File: src/rtl/rf_port_arbiter_if.sv
// Handshake and register-file pin bundle for rf_port_arbiter.
// The slave modport is the arbiter's view; master is the requester/file side.
interface rf_port_arbiter_if #(
  parameter int DATA_W = 8,
  parameter int ADDR_W = 3
);
  // Operand fetch request
  logic              req_valid;
  logic [ADDR_W-1:0] req_rs;
  logic [ADDR_W-1:0] req_rt;
  logic              req_ready;

  // Writeback request
  logic              wb_valid;
  logic [ADDR_W-1:0] wb_rd;
  logic [DATA_W-1:0] wb_data;
  logic              wb_ready;

  // Register file pins
  logic              rf_rw;
  logic [ADDR_W-1:0] rf_rs;
  logic [ADDR_W-1:0] rf_rt;
  logic [ADDR_W-1:0] rf_rd;
  logic [DATA_W-1:0] rf_rd_data;
  logic [DATA_W-1:0] rf_rs_data;
  logic [DATA_W-1:0] rf_rt_data;

  // Operand output stage
  logic              op_valid;
  logic [DATA_W-1:0] op_rs_data;
  logic [DATA_W-1:0] op_rt_data;
  logic              op_ready;

  modport slave (
    input  req_valid, req_rs, req_rt,
    input  wb_valid, wb_rd, wb_data,
    input  rf_rs_data, rf_rt_data,
    input  op_ready,
    output req_ready, wb_ready,
    output rf_rw, rf_rs, rf_rt, rf_rd, rf_rd_data,
    output op_valid, op_rs_data, op_rt_data
  );

  modport master (
    output req_valid, req_rs, req_rt,
    output wb_valid, wb_rd, wb_data,
    output rf_rs_data, rf_rt_data,
    output op_ready,
    input  req_ready, wb_ready,
    input  rf_rw, rf_rs, rf_rt, rf_rd, rf_rd_data,
    input  op_valid, op_rs_data, op_rt_data
  );
endinterface

File: src/rtl/rf_port_arbiter.sv
// Arbitrates writeback vs operand fetch onto a single-port-write register file
// and registers the returned operand pair into a valid/ready output stage.
module rf_port_arbiter #(
  parameter int DATA_W       = 8,
  parameter int ADDR_W       = 3,
  parameter int STARVE_LIMIT = 4
) (
  input  logic                clk,
  input  logic                reset,
  rf_port_arbiter_if.slave    bus
);

  typedef enum logic [1:0] {
    IDLE = 2'd0,
    WAIT = 2'd1,
    HOLD = 2'd2
  } state_t;

  state_t            r_state;
  state_t            w_state_next;
  logic [3:0]        r_starve;
  logic              r_op_valid;
  logic [DATA_W-1:0] r_op_rs_data;
  logic [DATA_W-1:0] r_op_rt_data;

  logic              w_force_read;
  logic              w_wb_grant;
  logic              w_port_write;
  logic              w_read_elig;
  logic              w_read_grant;
  logic              w_op_release;

  logic              w_rf_rw;
  logic [ADDR_W-1:0] w_rf_rs;
  logic [ADDR_W-1:0] w_rf_rt;
  logic [ADDR_W-1:0] w_rf_rd;
  logic [DATA_W-1:0] w_rf_rd_data;

  assign w_force_read = (r_starve == 4'(STARVE_LIMIT));

  // A write to r0 never touches the file, so it can share a cycle with a read.
  assign w_wb_grant   = !reset && bus.wb_valid &&
                        ((bus.wb_rd == '0) || !w_force_read);
  assign w_port_write = w_wb_grant && (bus.wb_rd != '0);

  assign w_read_elig  = bus.req_valid &&
                        ((r_state == IDLE) || ((r_state == HOLD) && bus.op_ready));
  assign w_read_grant = !reset && w_read_elig && !w_port_write;

  assign w_op_release = (r_state == HOLD) && bus.op_ready && !w_read_grant;

  // NOTE: every signal written here gets a default first so no latch is inferred.
  always_comb begin
    w_state_next = r_state;
    w_rf_rw      = 1'b0;
    w_rf_rs      = '0;
    w_rf_rt      = '0;
    w_rf_rd      = '0;
    w_rf_rd_data = '0;

    unique case (r_state)
      IDLE:    if (w_read_grant) w_state_next = WAIT;
      WAIT:    w_state_next = HOLD;
      HOLD:    if (bus.op_ready) w_state_next = w_read_grant ? WAIT : IDLE;
      default: w_state_next = IDLE;
    endcase

    if (w_port_write) begin
      w_rf_rw      = 1'b1;
      w_rf_rd      = bus.wb_rd;
      w_rf_rd_data = bus.wb_data;
    end

    if (w_read_grant) begin
      w_rf_rs = bus.req_rs;
      w_rf_rt = bus.req_rt;
    end
  end

  // NOTE: sequential state uses non-blocking assignments so all registers update together.
  always_ff @(posedge clk) begin
    if (reset) begin
      r_state <= IDLE;
    end else begin
      r_state <= w_state_next;
    end
  end

  always_ff @(posedge clk) begin
    if (reset) begin
      r_starve <= '0;
    end else if (w_read_grant) begin
      r_starve <= '0;
    end else if (w_read_elig && w_port_write && !w_force_read) begin
      r_starve <= r_starve + 4'd1;
    end
  end

  // File data is valid during WAIT; in HOLD the pair is frozen until consumed.
  always_ff @(posedge clk) begin
    if (reset) begin
      r_op_valid   <= 1'b0;
      r_op_rs_data <= '0;
      r_op_rt_data <= '0;
    end else if (r_state == WAIT) begin
      r_op_valid   <= 1'b1;
      r_op_rs_data <= bus.rf_rs_data;
      r_op_rt_data <= bus.rf_rt_data;
    end else if (w_op_release) begin
      r_op_valid   <= 1'b0;
    end
  end

  assign bus.req_ready  = w_read_grant;
  assign bus.wb_ready   = w_wb_grant;
  assign bus.rf_rw      = w_rf_rw;
  assign bus.rf_rs      = w_rf_rs;
  assign bus.rf_rt      = w_rf_rt;
  assign bus.rf_rd      = w_rf_rd;
  assign bus.rf_rd_data = w_rf_rd_data;
  assign bus.op_valid   = r_op_valid;
  assign bus.op_rs_data = r_op_rs_data;
  assign bus.op_rt_data = r_op_rt_data;

endmodule

File: src/flat_wrapper.sv
// flat-port wrapper written by rule: the top's interface ports become plain ports
module rf_port_arbiter_flat 
#(
  parameter int DATA_W       = 8,
  parameter int ADDR_W       = 3,
  parameter int STARVE_LIMIT = 4
)
  (clk, reset, bus_req_valid, bus_req_rs, bus_req_rt, bus_wb_valid, bus_wb_rd, bus_wb_data, bus_rf_rs_data, bus_rf_rt_data, bus_op_ready, bus_req_ready, bus_wb_ready, bus_rf_rw, bus_rf_rs, bus_rf_rt, bus_rf_rd, bus_rf_rd_data, bus_op_valid, bus_op_rs_data, bus_op_rt_data);
  rf_port_arbiter_if #(.DATA_W(DATA_W), .ADDR_W(ADDR_W)) bus_i ();
  input  logic clk;
  input  logic reset;
  input wire logic [$bits(bus_i.req_valid)-1:0] bus_req_valid;
  input wire logic [$bits(bus_i.req_rs)-1:0] bus_req_rs;
  input wire logic [$bits(bus_i.req_rt)-1:0] bus_req_rt;
  input wire logic [$bits(bus_i.wb_valid)-1:0] bus_wb_valid;
  input wire logic [$bits(bus_i.wb_rd)-1:0] bus_wb_rd;
  input wire logic [$bits(bus_i.wb_data)-1:0] bus_wb_data;
  input wire logic [$bits(bus_i.rf_rs_data)-1:0] bus_rf_rs_data;
  input wire logic [$bits(bus_i.rf_rt_data)-1:0] bus_rf_rt_data;
  input wire logic [$bits(bus_i.op_ready)-1:0] bus_op_ready;
  output wire logic [$bits(bus_i.req_ready)-1:0] bus_req_ready;
  output wire logic [$bits(bus_i.wb_ready)-1:0] bus_wb_ready;
  output wire logic [$bits(bus_i.rf_rw)-1:0] bus_rf_rw;
  output wire logic [$bits(bus_i.rf_rs)-1:0] bus_rf_rs;
  output wire logic [$bits(bus_i.rf_rt)-1:0] bus_rf_rt;
  output wire logic [$bits(bus_i.rf_rd)-1:0] bus_rf_rd;
  output wire logic [$bits(bus_i.rf_rd_data)-1:0] bus_rf_rd_data;
  output wire logic [$bits(bus_i.op_valid)-1:0] bus_op_valid;
  output wire logic [$bits(bus_i.op_rs_data)-1:0] bus_op_rs_data;
  output wire logic [$bits(bus_i.op_rt_data)-1:0] bus_op_rt_data;
  assign bus_i.req_valid = bus_req_valid;
  assign bus_i.req_rs = bus_req_rs;
  assign bus_i.req_rt = bus_req_rt;
  assign bus_i.wb_valid = bus_wb_valid;
  assign bus_i.wb_rd = bus_wb_rd;
  assign bus_i.wb_data = bus_wb_data;
  assign bus_i.rf_rs_data = bus_rf_rs_data;
  assign bus_i.rf_rt_data = bus_rf_rt_data;
  assign bus_i.op_ready = bus_op_ready;
  assign bus_req_ready = bus_i.req_ready;
  assign bus_wb_ready = bus_i.wb_ready;
  assign bus_rf_rw = bus_i.rf_rw;
  assign bus_rf_rs = bus_i.rf_rs;
  assign bus_rf_rt = bus_i.rf_rt;
  assign bus_rf_rd = bus_i.rf_rd;
  assign bus_rf_rd_data = bus_i.rf_rd_data;
  assign bus_op_valid = bus_i.op_valid;
  assign bus_op_rs_data = bus_i.op_rs_data;
  assign bus_op_rt_data = bus_i.op_rt_data;
  rf_port_arbiter #(.DATA_W(DATA_W), .ADDR_W(ADDR_W), .STARVE_LIMIT(STARVE_LIMIT)) u_core (.clk(clk), .reset(reset), .bus(bus_i));
endmodule
File: config.mk
export PLATFORM = sky130hd
export DESIGN_NAME = rf_port_arbiter_flat
export DESIGN_NICKNAME = d
export VERILOG_FILES = /design/src/rtl/rf_port_arbiter_if.sv /design/src/rtl/rf_port_arbiter.sv /design/src/flat_wrapper.sv
export SDC_FILE = /design/constraint.sdc
export NUM_CORES = 1
export LEC_CHECK = 0
export ABC_CLOCK_PERIOD_IN_PS = 2200
export BUFFER_PORTS_ARGS = -buffer_cell sky130_fd_sc_hd__buf_2
export CAP_MARGIN = 25
export CORE_UTILIZATION = 40
export CTS_CLUSTER_DIAMETER = 100
export DETAILED_ROUTE_END_ITERATION = 10
export HOLD_SLACK_MARGIN = 0.12
export PLACE_DENSITY = 0.78
export SYNTH_ARGS = -nofsm -noshare
export SYNTH_HDL_FRONTEND = slang
export SYNTH_SLANG_ARGS = --single-unit
File: constraint.sdc
create_clock -name clk -period 2.2 [get_ports clk]
set_clock_uncertainty 0.2 [all_clocks]
set_input_delay 0.33 -clock clk [delete_from_list [all_inputs] [get_ports clk]]
set_output_delay 0.33 -clock clk [all_outputs]
set_load 0.01 [all_outputs]
# Word level (Yosys, flattened, before mapping)
# Index checks and enable logic that the tools add are counted.
[totals]
register_bits = 23
in_bits = 38
output_inout_bits = 37
wordCells = 44
[op_classes]
add_sub_neg = 1
n_eq_ne = 5
n_mux = 11
n_reduce_logical = 22
[ops]
columns = ["cell", "count"]
rows = [
  ["$logic_and 1x1->1", 10],
  ["$mux 3", 3],
  ["$mux 8", 1],
  ["$pmux 2 s3", 1],
  ["$add 4x1->4 const B", 1],
  ["$eq 4x3->1 const B", 1],
  ["$logic_not 1->1", 4],
  ["$mux 1", 4],
  ["$mux 2", 2],
  ["$logic_not 3->1", 1],
  ["$reduce_bool 3->1", 1],
  ["$eq 2x1->1 const B", 1],
  ["$eq 2x2->1 const B", 1],
  ["$logic_not 2->1", 1],
  ["$logic_or 1x1->1", 2],
  ["$ne 2x1->1 const B", 1],
  ["$ne 2x2->1 const B", 1],
  ["$reduce_and 2->1", 1],
  ["$reduce_bool 2->1", 1],
  ["$reduce_or 2->1", 1],
]

# Longest topological paths before layout
[logic_depth]
depth_word = 11
depth_mapped = 6
ltp_nobuf = 6

# Worst setup path before layout
# No wires, ideal clock.
[synth_path]
path_type = "register -> output"
startpoint = "register u_core.r_starve[0]"
endpoint = "output port bus_rf_rs[0]"
arrival_ns = 1.344
required_time_ns = 1.670
slack_ns = 0.326
path_stages_with_launch = 7
path_buffers = 0
cell_sequence = "dfxtp_1 inv_1 ha_1 and3b_1 nor3_4 nor3_4 and2_1"
[synth_between]
elab_chain_cells = 8
[synth_rtl]
columns = ["item", "line", "rtl"]
rows = [
  ["from (decl)", "rf_port_arbiter.sv:21", "logic [3:0] r_starve;"],
  ["from (signal assigned)", "rf_port_arbiter.sv:95", "r_starve <= r_starve + 4'd1;"],
  ["$eq 4x3->1", "rf_port_arbiter.sv:39", "assign w_force_read = (r_starve == 4'(STARVE_LIMIT));"],
  ["$logic_not 1->1", "rf_port_arbiter.sv:43", "((bus.wb_rd == '0) || !w_force_read);"],
  ["$logic_or 1x1->1", "rf_port_arbiter.sv:43", ""],
  ["$logic_and 1x1->1", "rf_port_arbiter.sv:42", "assign w_wb_grant = !reset && bus.wb_valid &&"],
  ["$logic_and 1x1->1", "rf_port_arbiter.sv:44", "assign w_port_write = w_wb_grant && (bus.wb_rd != '0);"],
  ["$logic_not 1->1", "rf_port_arbiter.sv:48", "assign w_read_grant = !reset && w_read_elig && !w_port_write;"],
  ["$logic_and 1x1->1", "rf_port_arbiter.sv:48", ""],
  ["via bus_req_ready", "flat_wrapper.sv:21", "output wire logic [$bits(bus_i.req_ready)-1:0] bus_req_ready;"],
  ["$mux 3", "rf_port_arbiter.sv:74", "if (w_read_grant) begin"],
  ["to (decl)", "flat_wrapper.sv:24", "output wire logic [$bits(bus_i.rf_rs)-1:0] bus_rf_rs;"],
]
# The timed path passes the listed nets, and every way through them passes these cells.

# Worst setup path in the final report
[layout_path]
startpoint = "register u_core.r_starve[1]"
endpoint = "output port bus_rf_rt[2]"
[layout_between]
elab_chain_cells = 8
[layout_rtl]
columns = ["item", "line", "rtl"]
rows = [
  ["$eq 4x3->1", "rf_port_arbiter.sv:39", ""],
  ["$logic_not 1->1", "rf_port_arbiter.sv:43", ""],
  ["$logic_or 1x1->1", "rf_port_arbiter.sv:43", ""],
  ["$logic_and 1x1->1", "rf_port_arbiter.sv:42", ""],
  ["$logic_and 1x1->1", "rf_port_arbiter.sv:44", ""],
  ["$logic_not 1->1", "rf_port_arbiter.sv:48", ""],
  ["$logic_and 1x1->1", "rf_port_arbiter.sv:48", ""],
  ["$mux 3", "rf_port_arbiter.sv:74", ""],
  ["to (decl)", "flat_wrapper.sv:25", "output wire logic [$bits(bus_i.rf_rt)-1:0] bus_rf_rt;"],
]
# No other way between the ends.

==> summary.txt <==
Outcome
  • Status: finished clean

Logic synthesis
  • Dominant cell type by area after synthesis: dfxtp_1
  • Synthesized Nets: 179
  • Post-synthesis instance area: 1090 um^2
  • Instance count of the mapped netlist: 139
  • Proportion of synthesized chip area in sequential cells: 42.1%
  • Number of distinct library cells after synthesis: 24
  • Yosys top cell area share: 42.1%
  • Synth warnings: 0
  • Flop and latch count out of synthesis: 23
  • Main area contributors after synthesis: dfxtp_1 42%, nand2_1 12%, and2_1 9.7%, a21oi_1 9.6%, nor3_4 4.5%
  • Average size of a mapped cell: 7.88 um^2

Power
  • Peak supply drop: 0.458 mV
  • Total power draw: 816 uW
  • PwrDens: 457 nW/um^2
  • Leakage power summed over all cells: 0.868 nW

Route
  • Post-route ant nets: 0
  • Wire length per cell: 11.3 um
  • Final Routed Wirelength: 3.01 mm
  • Number of iterations in the first detailed-routing pass: 4
  • Number of vias in the routed layout: 1270
  • Total DRC errors in the routed layout: 0
  • Violation count after the first detailed-routing iteration: 14
  • Drt via density: 4.79

STA
  • Final-report setup violation count: 0
  • Final number of hold-violating endpoints: 0
  • Final critical path time including I/O delays and setup: 2.14 ns
  • Slew HR: 57.5%
  • Achievable frequency: 468 MHz
  • Unrepaired setup endpoints after global routing: yes
  • Setup TNS: 0 ns
  • Slew @ Worst Pin: 0.638 ns
  • Tightest hold margin: 0.173 ns
  • Tcrit/Tclk final: 97.1%
  • Number of pins exceeding their max-slew limit in the final report: 0

Setup path
  • Crit path DAT: 1.61 ns
  • Sequence of cells on the critical path: inv_2, ha_4, and3b_2, nor3_4, nor3_4, and2_1, buf_2
  • R2R Path End: u_core.bus.op_valid
  • Worst reg2reg path startpoint: u_core.r_starve[1]
  • CP max stage cell: dfxtp_4
  • Number of cells on the worst reg-to-reg path: 7
  • Reg-to-reg setup timing slack: 0.43 ns
  • Startpoint of the worst setup timing path: u_core.r_starve[1]
  • Critical setup path kind: reg2out
  • Required time worst endpoint: 1.67 ns
  • Critical Path Sink: bus_rf_rt[2]
  • Most frequent cell on the critical path: nor3_4
  • Critical-path maximum fanout: 7
  • Category of the worst setup path capture point: output pin
  • Startpoint type of the worst setup path: flop
  • Delay of the slowest cell on the worst path: 0.38 ns

Final layout
  • Share of final-layout standard cells stronger than drive strength 1: 42.1%
  • Number of filler cells placed in the layout: 210
  • Most common library cell in the layout ignoring fill and taps: buf_2
  • Most frequent cells in the layout: 72 x buf_2, 34 x nand2_1, 21 x a21oi_1, 21 x dfxtp_1, 18 x dlygate4sd3_1
  • Net count, final: 276
  • Antenna Cells: 0
  • Layout overhead on the synthesized area: 63.1%
  • Footprint of the multi-input gates: 632 um^2
  • Flip-flop and latch area: 465 um^2
  • Count of non-filler cells in the finished layout: 265
  • Design Area, Final: 1790 um^2

Global route
  • First-pass GRT wire length: 4.24 mm
  • Largest net degree at the start of global routing: 18
  • Total congestion overflow: 0
  • Gr usage total: 19.6%
  • Initial antenna violation count: 0
  • Number of global-route vias before repair: 1078

Clocking
  • Buffer levels on the longest clock path: 2
  • Clock transition at the registers of the reported paths: 0.13 ns
  • TritonCTS sink count: 23
  • TritonCTS clock tree: yes
  • Max H-tree Level: 1
  • Number of buffers added by the clock tree synthesis step: 3
  • Clock tree root driver cell: clkbuf_4
  • Clock network latency to the later pin of the worst-skew pair: 0.30 ns

Floorplanning
  • Horiz. Die Dim: 54.3 um
  • Number of rows in the core area: 18
  • Area enclosed by the die boundary: 2950 um^2
  • Num ports: 75
  • Die span in y: 54.3 um
  • Starting density of the core: 43.4%
  • Core area: 2520 um^2

Place
  • RD Place Congestion: 0.814
  • HPWL reported at the end of detailed placement: 1.84 mm
  • Quantity of I/O buffers inserted on ports: 74
  • Post-DP Area: 1500 um^2
  • Placed Instances: 240

Job
  • # Max-Cap Violations: 0

Hold path
  • HP Class: in2reg
## metrics by stage
step | utilization, % | setup slack (ns)
5_1_grt | 70.8 | -0.0448
2_1_floorplan | - | 0.326
3_3_place_gp | 59.5 | 0.285
6_report | 70.8 | 0.0643
3_5_place_dp | 59.5 | 0.251
4_1_cts | 69.2 | -0.00195
## report_power, final
group / total (mW) / internal [mW] / switching (mW)
clock: 0.186 / 0.0676 / 0.119
combinational: 0.190 / 0.0994 / 0.0910
sequential: 0.439 / 0.431 / 0.00826
## critical path, delay by kind of cell (launching register included)
| family | cells | cell delay (ns) |
|---|---|---|
| AND/OR/NAND/NOR | 4 | 0.61 |
| flip-flops | 1 | 0.38 |
| buffers and inverters | 2 | 0.17 |
| adder cells (fa/ha/maj) | 1 | 0.14 |
## flip-flops by register name, indices dropped and copies added, names as in the netlist
name                   flops
u_core.bus.op_rt_data      8
u_core.r_state             2
u_core.r_starve            4
u_core.bus.op_valid        1
u_core.bus.op_rs_data      8
## synth_stat cells
cell type and number:
nand3b_1 3, buf_2 4, or3b_2 1, a32o_1 1, nor2_1 4, nor2b_1 1
and3b_1 2, dfxtp_1 23, nand2_1 35, and2_1 17, or3_1 1, nor3_1 3
a21oi_1 21, nand3_1 3, nor4_1 1, clkbuf_1 3, nand2b_1 2, o21ai_0 2
nand4b_1 1, a21o_1 1, inv_1 4, ha_1 2, nor3_4 3, nor3_2 1
## what timing repair did
item / CTS / global route
hold endpoints to repair: 18 / 0
setup buffers: 2 / 0
resized for setup: 8 / 7
setup endpoints to repair: 14 / 14
hold buffers: 18 / 0
pin swaps: 9 / 12
cloned: 0 / 1
## cells by family after synthesis
logic type | count (synthesis) | share of synthesized area [%]
adder cells (fa/ha/maj) | 2 | 2.29
buffers and inverters | 11 | 4.23
AND/OR/NAND/NOR | 78 | 39.3
AO/OA/AOI/OAI | 25 | 12.1
flip-flops | 23 | 42.1
## worst min path at each step
stage / from / endpoint / slack [ns] / cells after the start
2_1_floorplan: u_core.r_starve[1] / u_core.r_starve[1] / 0.26 / 2
3_3_place_gp: u_core.bus.op_rs_data[5] / u_core.bus.op_rs_data[5] / 0.24 / 2
3_5_place_dp: u_core.bus.op_rs_data[5] / u_core.bus.op_rs_data[5] / 0.24 / 2
4_1_cts: bus_op_ready / u_core.bus.op_valid / 0.15 / 4
5_1_grt: bus_op_ready / u_core.bus.op_valid / 0.21 / 4
6_report: bus_op_ready / u_core.bus.op_valid / 0.17 / 4
## per-layer routing
metal | routed length (um) | track usage [%] | share of wire, % | up-vias
met3 | 198 | 2.50 | 6.6 | 4
met2 | 1470 | 36.6 | 49 | 51
met5 | 0 | 0 | 0 | -
met1 | 1300 | 22.1 | 43 | 562
met4 | 34 | 8.12 | 1.1 | 0
li1 | - | - | - | 653
## cell type report
cell class,count,area share (%)
timing repair buffer,98,34.1
multi-input combinational,106,35.4
clock inverter,1,0.280
sequential,23,26.1
tap,30,2.10
inverter,4,0.841
clock buffer,3,1.26
Power figures use the tool's default switching activity.
